**src/rtl/rs_mon_pkg.sv**
```systemverilog
// Shared definitions for the symbol error monitor.
//   PCT_SCALE   : scale factor for percentages (100)
//   PCT_W       : width of a percentage result (0..100 fits in 7 bits)
//   div_state_t : state encoding of the iterative percentage divider
package rs_mon_pkg;

  localparam int PCT_SCALE = 100;
  localparam int PCT_W     = 7;

  typedef enum logic [1:0] {
    IDLE = 2'd0,
    RUN  = 2'd1,
    DONE = 2'd2
  } div_state_t;

endpackage

```
**src/rtl/pct_divider.sv**
```systemverilog
// Unsigned restoring divider producing a PCT_W-bit quotient, one quotient
// bit per cycle (MSB first).
//   clk, rst  : clock, asynchronous active-low reset
//   clear     : synchronous abort back to IDLE
//   start     : sample num/den and begin (ignored unless IDLE)
//   num, den  : dividend / divisor; den == 0 yields quotient 0
//   busy      : high while not IDLE
//   done      : one-cycle strobe, quot valid during this cycle
//   quot      : quotient
// The caller guarantees num <= PCT_SCALE*den, so the quotient always fits
// in PCT_W bits and only PCT_W iterations are needed.
module pct_divider
  import rs_mon_pkg::*;
#(
  parameter int NUM_W = 17,
  parameter int DEN_W = 10
) (
  input  logic             clk,
  input  logic             rst,
  input  logic             clear,
  input  logic             start,
  input  logic [NUM_W-1:0] num,
  input  logic [DEN_W-1:0] den,
  output logic             busy,
  output logic             done,
  output logic [PCT_W-1:0] quot
);

  localparam int WW = (NUM_W > DEN_W + PCT_W) ? NUM_W : DEN_W + PCT_W;
  localparam int BW = $clog2(PCT_W);

  div_state_t      state;
  logic [WW-1:0]   rem;
  logic [WW-1:0]   den_r;
  logic [BW-1:0]   bit_idx;
  logic [WW-1:0]   trial;

  assign trial = den_r << bit_idx;
  assign busy  = (state != IDLE);
  assign done  = (state == DONE);

  // NOTE: sequential state is written with non-blocking assignments only, so
  // every register samples the pre-edge values of the others.
  always_ff @(posedge clk or negedge rst) begin
    if (!rst) begin
      state   <= IDLE;
      rem     <= '0;
      den_r   <= '0;
      bit_idx <= '0;
      quot    <= '0;
    end else if (clear) begin
      state   <= IDLE;
      rem     <= '0;
      den_r   <= '0;
      bit_idx <= '0;
      quot    <= '0;
    end else begin
      unique case (state)
        IDLE: begin
          if (start) begin
            rem     <= WW'(num);
            den_r   <= WW'(den);
            bit_idx <= BW'(PCT_W - 1);
            quot    <= '0;
            // A zero divisor would make every trial succeed; report 0.
            state   <= (den == '0) ? DONE : RUN;
          end
        end
        RUN: begin
          if (rem >= trial) begin
            rem           <= rem - trial;
            quot[bit_idx] <= 1'b1;
          end
          if (bit_idx == '0) state <= DONE;
          else               bit_idx <= bit_idx - BW'(1);
        end
        DONE:    state <= IDLE;
        default: state <= IDLE;
      endcase
    end
  end

endmodule

```
**src/rtl/symbol_error_monitor.sv**
```systemverilog
// Compares a generator symbol stream against a decoder symbol stream.
// Generator symbols are buffered in a reference FIFO; each decoder symbol
// pops one reference and the bit/symbol error of the pair enters a sliding
// window of the last WINDOW comparisons. Bit and symbol error percentages
// over the window are computed by two iterative dividers.
//   clk, rst              : clock, asynchronous active-low reset
//   clear                 : synchronous clear of all state
//   gen_valid/gen_sym     : generator symbol in; gen_ready = FIFO not full
//   dec_valid/dec_sym     : decoder symbol in
//   fifo_level            : reference symbols stored
//   window_fill           : comparisons currently in the window
//   bit_err_cnt/sym_err_cnt : error totals over the window
//   ber_pct/ser_pct       : floor percentages, updated with pct_valid strobe
//   overflow/underflow    : sticky push-while-full / pop-while-empty flags
module symbol_error_monitor
  import rs_mon_pkg::*;
#(
  parameter int SYM_W      = 8,
  parameter int FIFO_DEPTH = 128,
  parameter int WINDOW     = 100
) (
  input  logic                                clk,
  input  logic                                rst,
  input  logic                                clear,
  input  logic                                gen_valid,
  input  logic [SYM_W-1:0]                    gen_sym,
  output logic                                gen_ready,
  input  logic                                dec_valid,
  input  logic [SYM_W-1:0]                    dec_sym,
  output logic [$clog2(FIFO_DEPTH+1)-1:0]     fifo_level,
  output logic [7:0]                          window_fill,
  output logic [$clog2(WINDOW*SYM_W+1)-1:0]   bit_err_cnt,
  output logic [7:0]                          sym_err_cnt,
  output logic [PCT_W-1:0]                    ber_pct,
  output logic [PCT_W-1:0]                    ser_pct,
  output logic                                pct_valid,
  output logic                                overflow,
  output logic                                underflow
);

  localparam int AW    = $clog2(FIFO_DEPTH);
  localparam int LVL_W = $clog2(FIFO_DEPTH + 1);
  localparam int BE_W  = $clog2(WINDOW * SYM_W + 1);
  localparam int E_W   = $clog2(SYM_W + 1);
  localparam int WI_W  = (WINDOW > 1) ? $clog2(WINDOW) : 1;
  localparam int SN_W  = $clog2(PCT_SCALE * WINDOW + 1);
  localparam int BN_W  = $clog2(PCT_SCALE * WINDOW * SYM_W + 1);

  // Reference FIFO
  logic [SYM_W-1:0] mem [FIFO_DEPTH];
  logic [AW-1:0]    wr_ptr, rd_ptr;
  logic             push, pop;

  assign gen_ready = (fifo_level != LVL_W'(FIFO_DEPTH));
  assign push      = gen_valid && gen_ready;
  // Emptiness is judged on the registered level: a same-cycle push cannot
  // feed a pop.
  assign pop       = dec_valid && (fifo_level != '0);

  // Error of the pair being compared this cycle
  logic [SYM_W-1:0] diff;
  logic [E_W-1:0]   e;
  logic             s;

  // NOTE: every variable assigned in always_comb gets a default first so no
  // latch is inferred.
  always_comb begin
    diff = mem[rd_ptr] ^ dec_sym;
    e    = '0;
    for (int i = 0; i < SYM_W; i++) e = e + E_W'(diff[i]);
  end
  assign s = (e != '0);

  // Sliding window: circular store of per-comparison bit error counts.
  logic [E_W-1:0]  win_mem [WINDOW];
  logic [WI_W-1:0] win_idx;
  logic [E_W-1:0]  old_e;
  logic            old_s;
  logic            win_full;

  assign old_e    = win_mem[win_idx];
  assign old_s    = (old_e != '0);
  assign win_full = (window_fill == 8'(WINDOW));

  // NOTE: the storage arrays carry no reset; pointers, level and fill are
  // reset, so no entry is read before it has been written.
  always_ff @(posedge clk) begin
    if (!clear) begin
      if (push) mem[wr_ptr]     <= gen_sym;
      if (pop)  win_mem[win_idx] <= e;
    end
  end

  always_ff @(posedge clk or negedge rst) begin
    if (!rst) begin
      wr_ptr      <= '0;
      rd_ptr      <= '0;
      fifo_level  <= '0;
      overflow    <= 1'b0;
      underflow   <= 1'b0;
      win_idx     <= '0;
      window_fill <= '0;
      bit_err_cnt <= '0;
      sym_err_cnt <= '0;
    end else if (clear) begin
      wr_ptr      <= '0;
      rd_ptr      <= '0;
      fifo_level  <= '0;
      overflow    <= 1'b0;
      underflow   <= 1'b0;
      win_idx     <= '0;
      window_fill <= '0;
      bit_err_cnt <= '0;
      sym_err_cnt <= '0;
    end else begin
      if (gen_valid && !gen_ready)          overflow  <= 1'b1;
      if (dec_valid && fifo_level == '0)    underflow <= 1'b1;
      if (push) wr_ptr <= wr_ptr + AW'(1);
      if (pop)  rd_ptr <= rd_ptr + AW'(1);
      unique case ({push, pop})
        2'b10:   fifo_level <= fifo_level + LVL_W'(1);
        2'b01:   fifo_level <= fifo_level - LVL_W'(1);
        default: ;
      endcase

      if (pop) begin
        if (win_full) begin
          // Newest enters, oldest (about to be overwritten) leaves.
          bit_err_cnt <= bit_err_cnt + BE_W'(e) - BE_W'(old_e);
          sym_err_cnt <= sym_err_cnt + 8'(s) - 8'(old_s);
        end else begin
          bit_err_cnt <= bit_err_cnt + BE_W'(e);
          sym_err_cnt <= sym_err_cnt + 8'(s);
          window_fill <= window_fill + 8'd1;
        end
        win_idx <= (win_idx == WI_W'(WINDOW - 1)) ? '0 : win_idx + WI_W'(1);
      end
    end
  end

  // Percentage computation. upd_q marks the cycle in which freshly updated
  // counts are visible; an update arriving while the dividers are busy is
  // remembered in pending and served by one division on the latest counts.
  logic            upd_q, pending, div_start;
  logic            ber_busy, ser_busy, ber_done, ser_done;
  logic [PCT_W-1:0] ber_q, ser_q;
  logic [BN_W-1:0] ber_num;
  logic [BE_W-1:0] ber_den;
  logic [SN_W-1:0] ser_num;

  assign ber_num   = BN_W'(bit_err_cnt) * BN_W'(PCT_SCALE);
  assign ber_den   = BE_W'(window_fill) * BE_W'(SYM_W);
  assign ser_num   = SN_W'(sym_err_cnt) * SN_W'(PCT_SCALE);
  assign div_start = (pending || upd_q) && !(ber_busy || ser_busy);

  always_ff @(posedge clk or negedge rst) begin
    if (!rst) begin
      upd_q     <= 1'b0;
      pending   <= 1'b0;
      ber_pct   <= '0;
      ser_pct   <= '0;
      pct_valid <= 1'b0;
    end else if (clear) begin
      upd_q     <= 1'b0;
      pending   <= 1'b0;
      ber_pct   <= '0;
      ser_pct   <= '0;
      pct_valid <= 1'b0;
    end else begin
      upd_q     <= pop;
      pending   <= (pending || upd_q) && (ber_busy || ser_busy);
      pct_valid <= ber_done && ser_done;
      if (ber_done && ser_done) begin
        ber_pct <= ber_q;
        ser_pct <= ser_q;
      end
    end
  end

  pct_divider #(.NUM_W(BN_W), .DEN_W(BE_W)) u_ber_div (
    .clk   (clk),
    .rst   (rst),
    .clear (clear),
    .start (div_start),
    .num   (ber_num),
    .den   (ber_den),
    .busy  (ber_busy),
    .done  (ber_done),
    .quot  (ber_q)
  );

  pct_divider #(.NUM_W(SN_W), .DEN_W(8)) u_ser_div (
    .clk   (clk),
    .rst   (rst),
    .clear (clear),
    .start (div_start),
    .num   (ser_num),
    .den   (window_fill),
    .busy  (ser_busy),
    .done  (ser_done),
    .quot  (ser_q)
  );

endmodule

```
**config.mk**
```make
export PLATFORM = sky130hd
export DESIGN_NAME = symbol_error_monitor
export DESIGN_NICKNAME = d
export VERILOG_FILES = /design/src/rtl/rs_mon_pkg.sv /design/src/rtl/pct_divider.sv /design/src/rtl/symbol_error_monitor.sv
export SDC_FILE = /design/constraint.sdc
export NUM_CORES = 2
export LEC_CHECK = 0
export ABC_AREA = 1
export CORE_MARGIN = 2
export CORE_UTILIZATION = 63
export CTS_CLUSTER_DIAMETER = 200
export DETAILED_ROUTE_END_ITERATION = 6
export GPL_TIMING_DRIVEN = 1
export PLACE_DENSITY = 0.8
export REMOVE_ABC_BUFFERS = 1
export SLEW_MARGIN = 30
export SYNTH_ARGS = -nofsm -noshare
export SYNTH_HDL_FRONTEND = slang
export SYNTH_HIERARCHICAL = 1
export SYNTH_SLANG_ARGS = --single-unit
```
**constraint.sdc**
```tcl
create_clock -name clk -period 8.64 [get_ports clk]
set_input_delay 1.728 -clock clk [delete_from_list [all_inputs] [get_ports clk]]
set_output_delay 1.728 -clock clk [all_outputs]
set_load 0.02 [all_outputs]
```
# Word level (Yosys, flattened, before mapping)
# Memories as Yosys holds them, arrays and structs flattened.
# Cells that the tools add are included.
# classes
addsub	21
multipliers	2
magnitude_cmp	6
n_eq_ne	18
n_shift	2
n_mux	77
n_bitwise	3
n_reduce_logical	45
# ops
cell	n
2-to-1 mux 7 bit	16
2-to-1 mux 17 bit	6
2-to-1 mux 15 bit	6
2-to-1 mux 8 bit	7
case mux 17 bit (2 select lines)	1
2-to-1 mux 10 bit	3
case mux 15 bit (2 select lines)	1
case mux 7 bit (2 select lines)	2
adder 7 x 1 -> 7 bit, second input constant	3
nonzero test 2 bit	10
>= comparator 17 bit	1
<< shifter 17 x 3 -> 17 bit	1
subtractor 17 bit	1
adder 4 x 1 -> 4 bit	4
adder 8 x 1 -> 8 bit, second input constant	2
zero test 8 bit	2
2-to-1 mux 2 bit	8
case mux 8 bit (2 select lines)	1
>= comparator 15 bit	1
multiplier 10 x 5 -> 15 bit, second input constant	1
2-to-1 mux 1 bit	15
2-to-1 mux 3 bit	5
<< shifter 15 x 3 -> 15 bit	1
subtractor 15 bit	1
other kinds (36)	75
# word_totals
regBits	162
mem_bits_rw	1424
in_bits	21
out_inout_bits	52
wordCells	200
memories	2
# memory_table
name	words	word_bits	rd	rd_ports_with_merged_regs	write_ports	line	source
mem	128	8	1	0	1	symbol_error_monitor.sv:50	logic [SYM_W-1:0] mem [FIFO_DEPTH];
win_mem	100	4	1	0	1	symbol_error_monitor.sv:75	logic [E_W-1:0] win_mem [WINDOW];

# Depth between registers and ports, before layout
# An unclocked memory read counts as a cell.
# depth
word_depth	15
mapped_depth	46
mapped_depth_nobuf	44

# By module
# The synthesis kept the hierarchy.
# modules_own_cells
mod	n_inst	cells_each	area_per_inst_um2	seq_area_each_um2
symbol_error_monitor	1	6011	64774.6	44612.8
pct_divider at u_ber_div	1	519	3308.2	975.9
pct_divider at u_ser_div	1	466	3025.4	875.8

# Worst setup path before layout
# No wires, ideal clock.
# synth_timing
path_type	input to register
from	input port dec_sym[3]
to	register bit_err_cnt[9]
setup_time_ps	117
t_arrival_ps	7488
required_time_ps	8523
path_slack_ps	1034
cell_stages	28
path_buffers	0
cell_sequence	inv_1 nand3_1 nand2_1 inv_1 fa_1 inv_1 fa_1 inv_1 fa_1 inv_1 ha_1 fa_1 inv_1 fa_1 xnor2_1 ha_1 nand2_1 nand2_1 a31oi_1 nor2_1 nor2_1 nand2_1 inv_1 nand2_1 inv_1 nand3b_1 nand3_1 nand2_1
# synth_between
elab_chain_len	11
# synth_rtl
item	line	source
from (decl)	symbol_error_monitor.sv:29	input logic [SYM_W-1:0] dec_sym,
bitwise XOR 8 bit (*)	symbol_error_monitor.sv:68	diff = mem[rd_ptr] ^ dec_sym;
adder 3 x 1 -> 4 bit (*)	symbol_error_monitor.sv:70	for (int i = 0; i < SYM_W; i++) e = e + E_W'(diff[i]);
adder 4 x 1 -> 4 bit (*) (4 in a row)	symbol_error_monitor.sv:70	
net e[1]	symbol_error_monitor.sv:62	logic [E_W-1:0] e;
adder 10 x 4 -> 10 bit (*)	symbol_error_monitor.sv:129, symbol_error_monitor.sv:132	
subtractor 10 x 4 -> 10 bit	symbol_error_monitor.sv:129	bit_err_cnt <= bit_err_cnt + BE_W'(e) - BE_W'(old_e);
2-to-1 mux 10 bit (*)	symbol_error_monitor.sv:127	if (win_full) begin
2-to-1 mux 10 bit (*)	symbol_error_monitor.sv:126	if (pop) begin
2-to-1 mux 10 bit (*)	symbol_error_monitor.sv:105	end else if (clear) begin
to (signal assigned)	symbol_error_monitor.sv:129	
to (signal assigned)	symbol_error_monitor.sv:132	bit_err_cnt <= bit_err_cnt + BE_W'(e);
to (decl)	symbol_error_monitor.sv:32	output logic [$clog2(WINDOW*SYM_W+1)-1:0] bit_err_cnt,
# The timed path passes the listed nets; every way through them passes the cells marked *. The select of a mux whose other input is x is not followed.
# A chain may end at the register's enable or synchronous reset.

# Worst setup path in the final report
# layout_timing
from	register rd_ptr[4]
to	register bit_err_cnt[9]
# layout_between
elab_chain_len	14
# layout_rtl
item	line	source
from (decl)	symbol_error_monitor.sv:51	logic [AW-1:0] wr_ptr, rd_ptr;
from (signal assigned)	symbol_error_monitor.sv:119	if (pop) rd_ptr <= rd_ptr + AW'(1);
memory read (128 x 8 bit) (*)	--	
bitwise XOR 8 bit (*)	symbol_error_monitor.sv:68	
adder 1 x 1 -> 2 bit	symbol_error_monitor.sv:70	
adder 2 x 1 -> 3 bit	symbol_error_monitor.sv:70	
adder 3 x 1 -> 4 bit	symbol_error_monitor.sv:70	
adder 4 x 1 -> 4 bit (3 in a row)	symbol_error_monitor.sv:70	
adder 4 x 1 -> 4 bit (*)	symbol_error_monitor.sv:70	
net e[1]	symbol_error_monitor.sv:62	
adder 10 x 4 -> 10 bit (*)	symbol_error_monitor.sv:129, symbol_error_monitor.sv:132	
subtractor 10 x 4 -> 10 bit	symbol_error_monitor.sv:129	
2-to-1 mux 10 bit (*)	symbol_error_monitor.sv:127	
2-to-1 mux 10 bit (*)	symbol_error_monitor.sv:126	
2-to-1 mux 10 bit (*)	symbol_error_monitor.sv:105	
# Marks and branches as above.

==> qor.yml <==
wl_um: 179400
antenna_found_initial: 1
synth_area_per_cell_sq_um: 10.16
numCtsBuffers: 155
cpMaxStageDelayCell: "clkinv_1"
cts_buffer_depth: 3
max_stage_delay_ps: 860
setup_viol: 0
clockRootBuffer: "clkbuf_16"
cts_tree: "done"
final_cell_mix: "nand2_1, edfxtp_1, nor2_1, o21ai_0, inv_1"
finalHoldViolations: 0
start_util_pct: 63.38
synth.area.top_cells: "edfxtp_1, nand2_1, nor2_1, dfrtp_1, o21ai_0"
io_buffers: 72
via_per_inst: 5.968
whs_endpoint: "ber_pct[5]"
synth-seq-area-share_pct: 65.34
synth_top_cell_area_share_pct: 60.14
startpoint: "rd_ptr[4]"
rr_startpoint: "rd_ptr[4]"
dieHeight_um: 340.0
post_layout_nonfiller_instances: 8590
grt_overflow: 0
slew_viol_final: 0
cts.clk_slew.worst_paths_ps: 60
hold_depth: 2
status: "finished with violations"
cts_num_sinks: 1572
worstPathArrival_ps: 8570
nets: 7120
drc: 7
crit_path_frequent_cell: "nand2_1"
fin_tns_setup_ps: 0
wire_per_inst_um: 20.88
end_kind: "register"
finalCritPeriodShare_pct: 91.73
period_minus_slack_ps: 7926
yosys_warnings: 6
synth_cells: 6996
dr.pass1.iters: 7
rsz0062_at_grt: "false"
slew_headroom_pct: 28.56
hp-class: "reg2reg"
cp_max_fo: 17
fin_skew_ps: 42.81
grt_max_degree: 148
static-leakage-power_nw: 30.28
layout_commonest_cell: "nand2_1"
netlist_area_sq_um: 71110
grt_pass1_wl_um: 279400
track_usage_pct: 31.03
drtIter0Drc: 6895
required_ps: 9290
num_rows: 123
rr_endpoint: "bit_err_cnt[9]"
post_cts_buffers: 0
violations: "design-rule violations"
clk_latency_ps: 780
dp.cells: 8301
drive_gt1_share_pct: 5.572
synth.ff_latch_count: 1572
fmax_mhz: 126.2
coreArea_sq_um: 112200
hp-start: "u_ber_div/quot[5]"
gp_congestion: 0.9570
cts_hold_buf: 0
num_vias: 51270
yosysTopAreaCell: "edfxtp_1"
ctsHtreeMaxLevel: 4
place_area_sq_um: 73030
peakVddDrop_mv: 1.878
die_w_um: 340.0
grt_pass1_vias: 49530
final_area_sq_um: 78140
antenna_left: 0
critPathKind: "reg2reg"
syn2layout_area_growth_pct: 9.885
worst_slew_pin_slew_ps: 1069
hpwl_um: 107200
pin_count: 73
cts-resized-gates: 0
power_density_nw_per_um2: 324.6
rr_worst_depth: 33
maxCapViolCount: 0
critPathLaunchType: "register"
r2r_slack_ps: 710
synth_cell_types: 51
die_area_sq_um: 115600
## metal layers
layer  track usage (%)  wire length, um
met1             42.87            69150
met2             49.23            84490
met3             5.909            18760
met4             12.21             6967
met5                 0               11
## metrics by stage
stage | total power, W | setup slack, ps | utilization [%] | hold WS, ps
after floorplan | 0.01557 | -15860 | - | 441.9
after CTS | 0.02529 | 916.7 | 69.61 | 481.5
after global placement | 0.01838 | 1040 | 65.06 | 459.7
after detailed placement | 0.01863 | 974.3 | 65.10 | 467.1
after global routing | 0.02660 | 426.5 | 69.64 | 509.8
final | 0.02536 | 714.4 | 69.65 | 471.8
## worst max-delay path by stage
stage,endpoint,slack [ps]
after floorplan,bit_err_cnt[9],-15860
after global placement,bit_err_cnt[9],1040
after detailed placement,bit_err_cnt[9],970
after CTS,bit_err_cnt[9],920
after global routing,bit_err_cnt[9],430
final,bit_err_cnt[9],710
## worst max-delay path, delay by kind of cell, from the launching register on
family | cells | cell delay (ps)
compound gates | 2 | 610
buf+inv | 8 | 1390
xor+xnor | 1 | 230
flops | 1 | 740
simple gates | 15 | 1410
fa+ha+maj | 7 | 3440
## kinds of logic after synthesis
logic type	share of synthesized area, %
mux	0.05631
buf+inv	4.397
other cells	0.005274
compound gates	7.334
xor+xnor	0.6528
flops	65.34
simple gates	19.57
fa+ha+maj	2.643
## final cells by class
class	count	area, sq um
sequential	1572	46480
fill	7767	34050
multi-input combinational	4674	21590
clock buffer	193	4168
tap	1500	1877
timing repair buffer	152	1595
inverter	404	1531
clock inverter	94	893.4
antenna	1	2.502
## power breakdown
group          internal (W)  switching [W]  total, W
clock network       0.00383        0.00286   0.00669
registers            0.0103       0.000219    0.0105
logic               0.00207        0.00608   0.00815
## cell usage after synthesis (all sizes together)
| library cell | instances |
|---|---|
| fa | 17 |
| buf | 185 |
| inv | 398 |
| o21bai | 2 |
| a22o | 2 |
| clkbuf | 167 |
| a21oi | 107 |
| conb | 1 |
| nor4 | 2 |
| nor3 | 23 |
| o22ai | 61 |
| a21boi | 1 |
| o21ai | 623 |
| o221ai | 2 |
| o211ai | 100 |
| or2 | 16 |
| a21o | 5 |
| nand3b | 4 |
| a31oi | 19 |
| and3 | 1 |
| a22oi | 4 |
| dfrtp | 148 |
| a211oi | 5 |
| nor2 | 1095 |
| edfxtp | 1424 |
| o21a | 2 |
| xor2 | 42 |
| ha | 123 |
| xnor2 | 11 |
| o31ai | 4 |
| nand4 | 26 |
| mux2i | 4 |
| o2111ai | 4 |
| nand2 | 2035 |
| clkinv | 6 |
| nand3 | 323 |
| nor3b | 4 |
## flip-flops by register name (all words and copies together) (netlist names), 7 cells and up
register	count
rd_ptr	7
u_ser_div/rem	15
u_ber_div/quot	7
u_ser_div/den_r	8
wr_ptr	7
u_ber_div/den_r	10
sym_err_cnt	8
mem	1024
fifo_level	8
u_ser_div/quot	7
ser_pct	7
bit_err_cnt	10
win_mem	400
window_fill	8
ber_pct	7
u_ber_div/rem	17
win_idx	7
(Power assumes the default switching activity.)
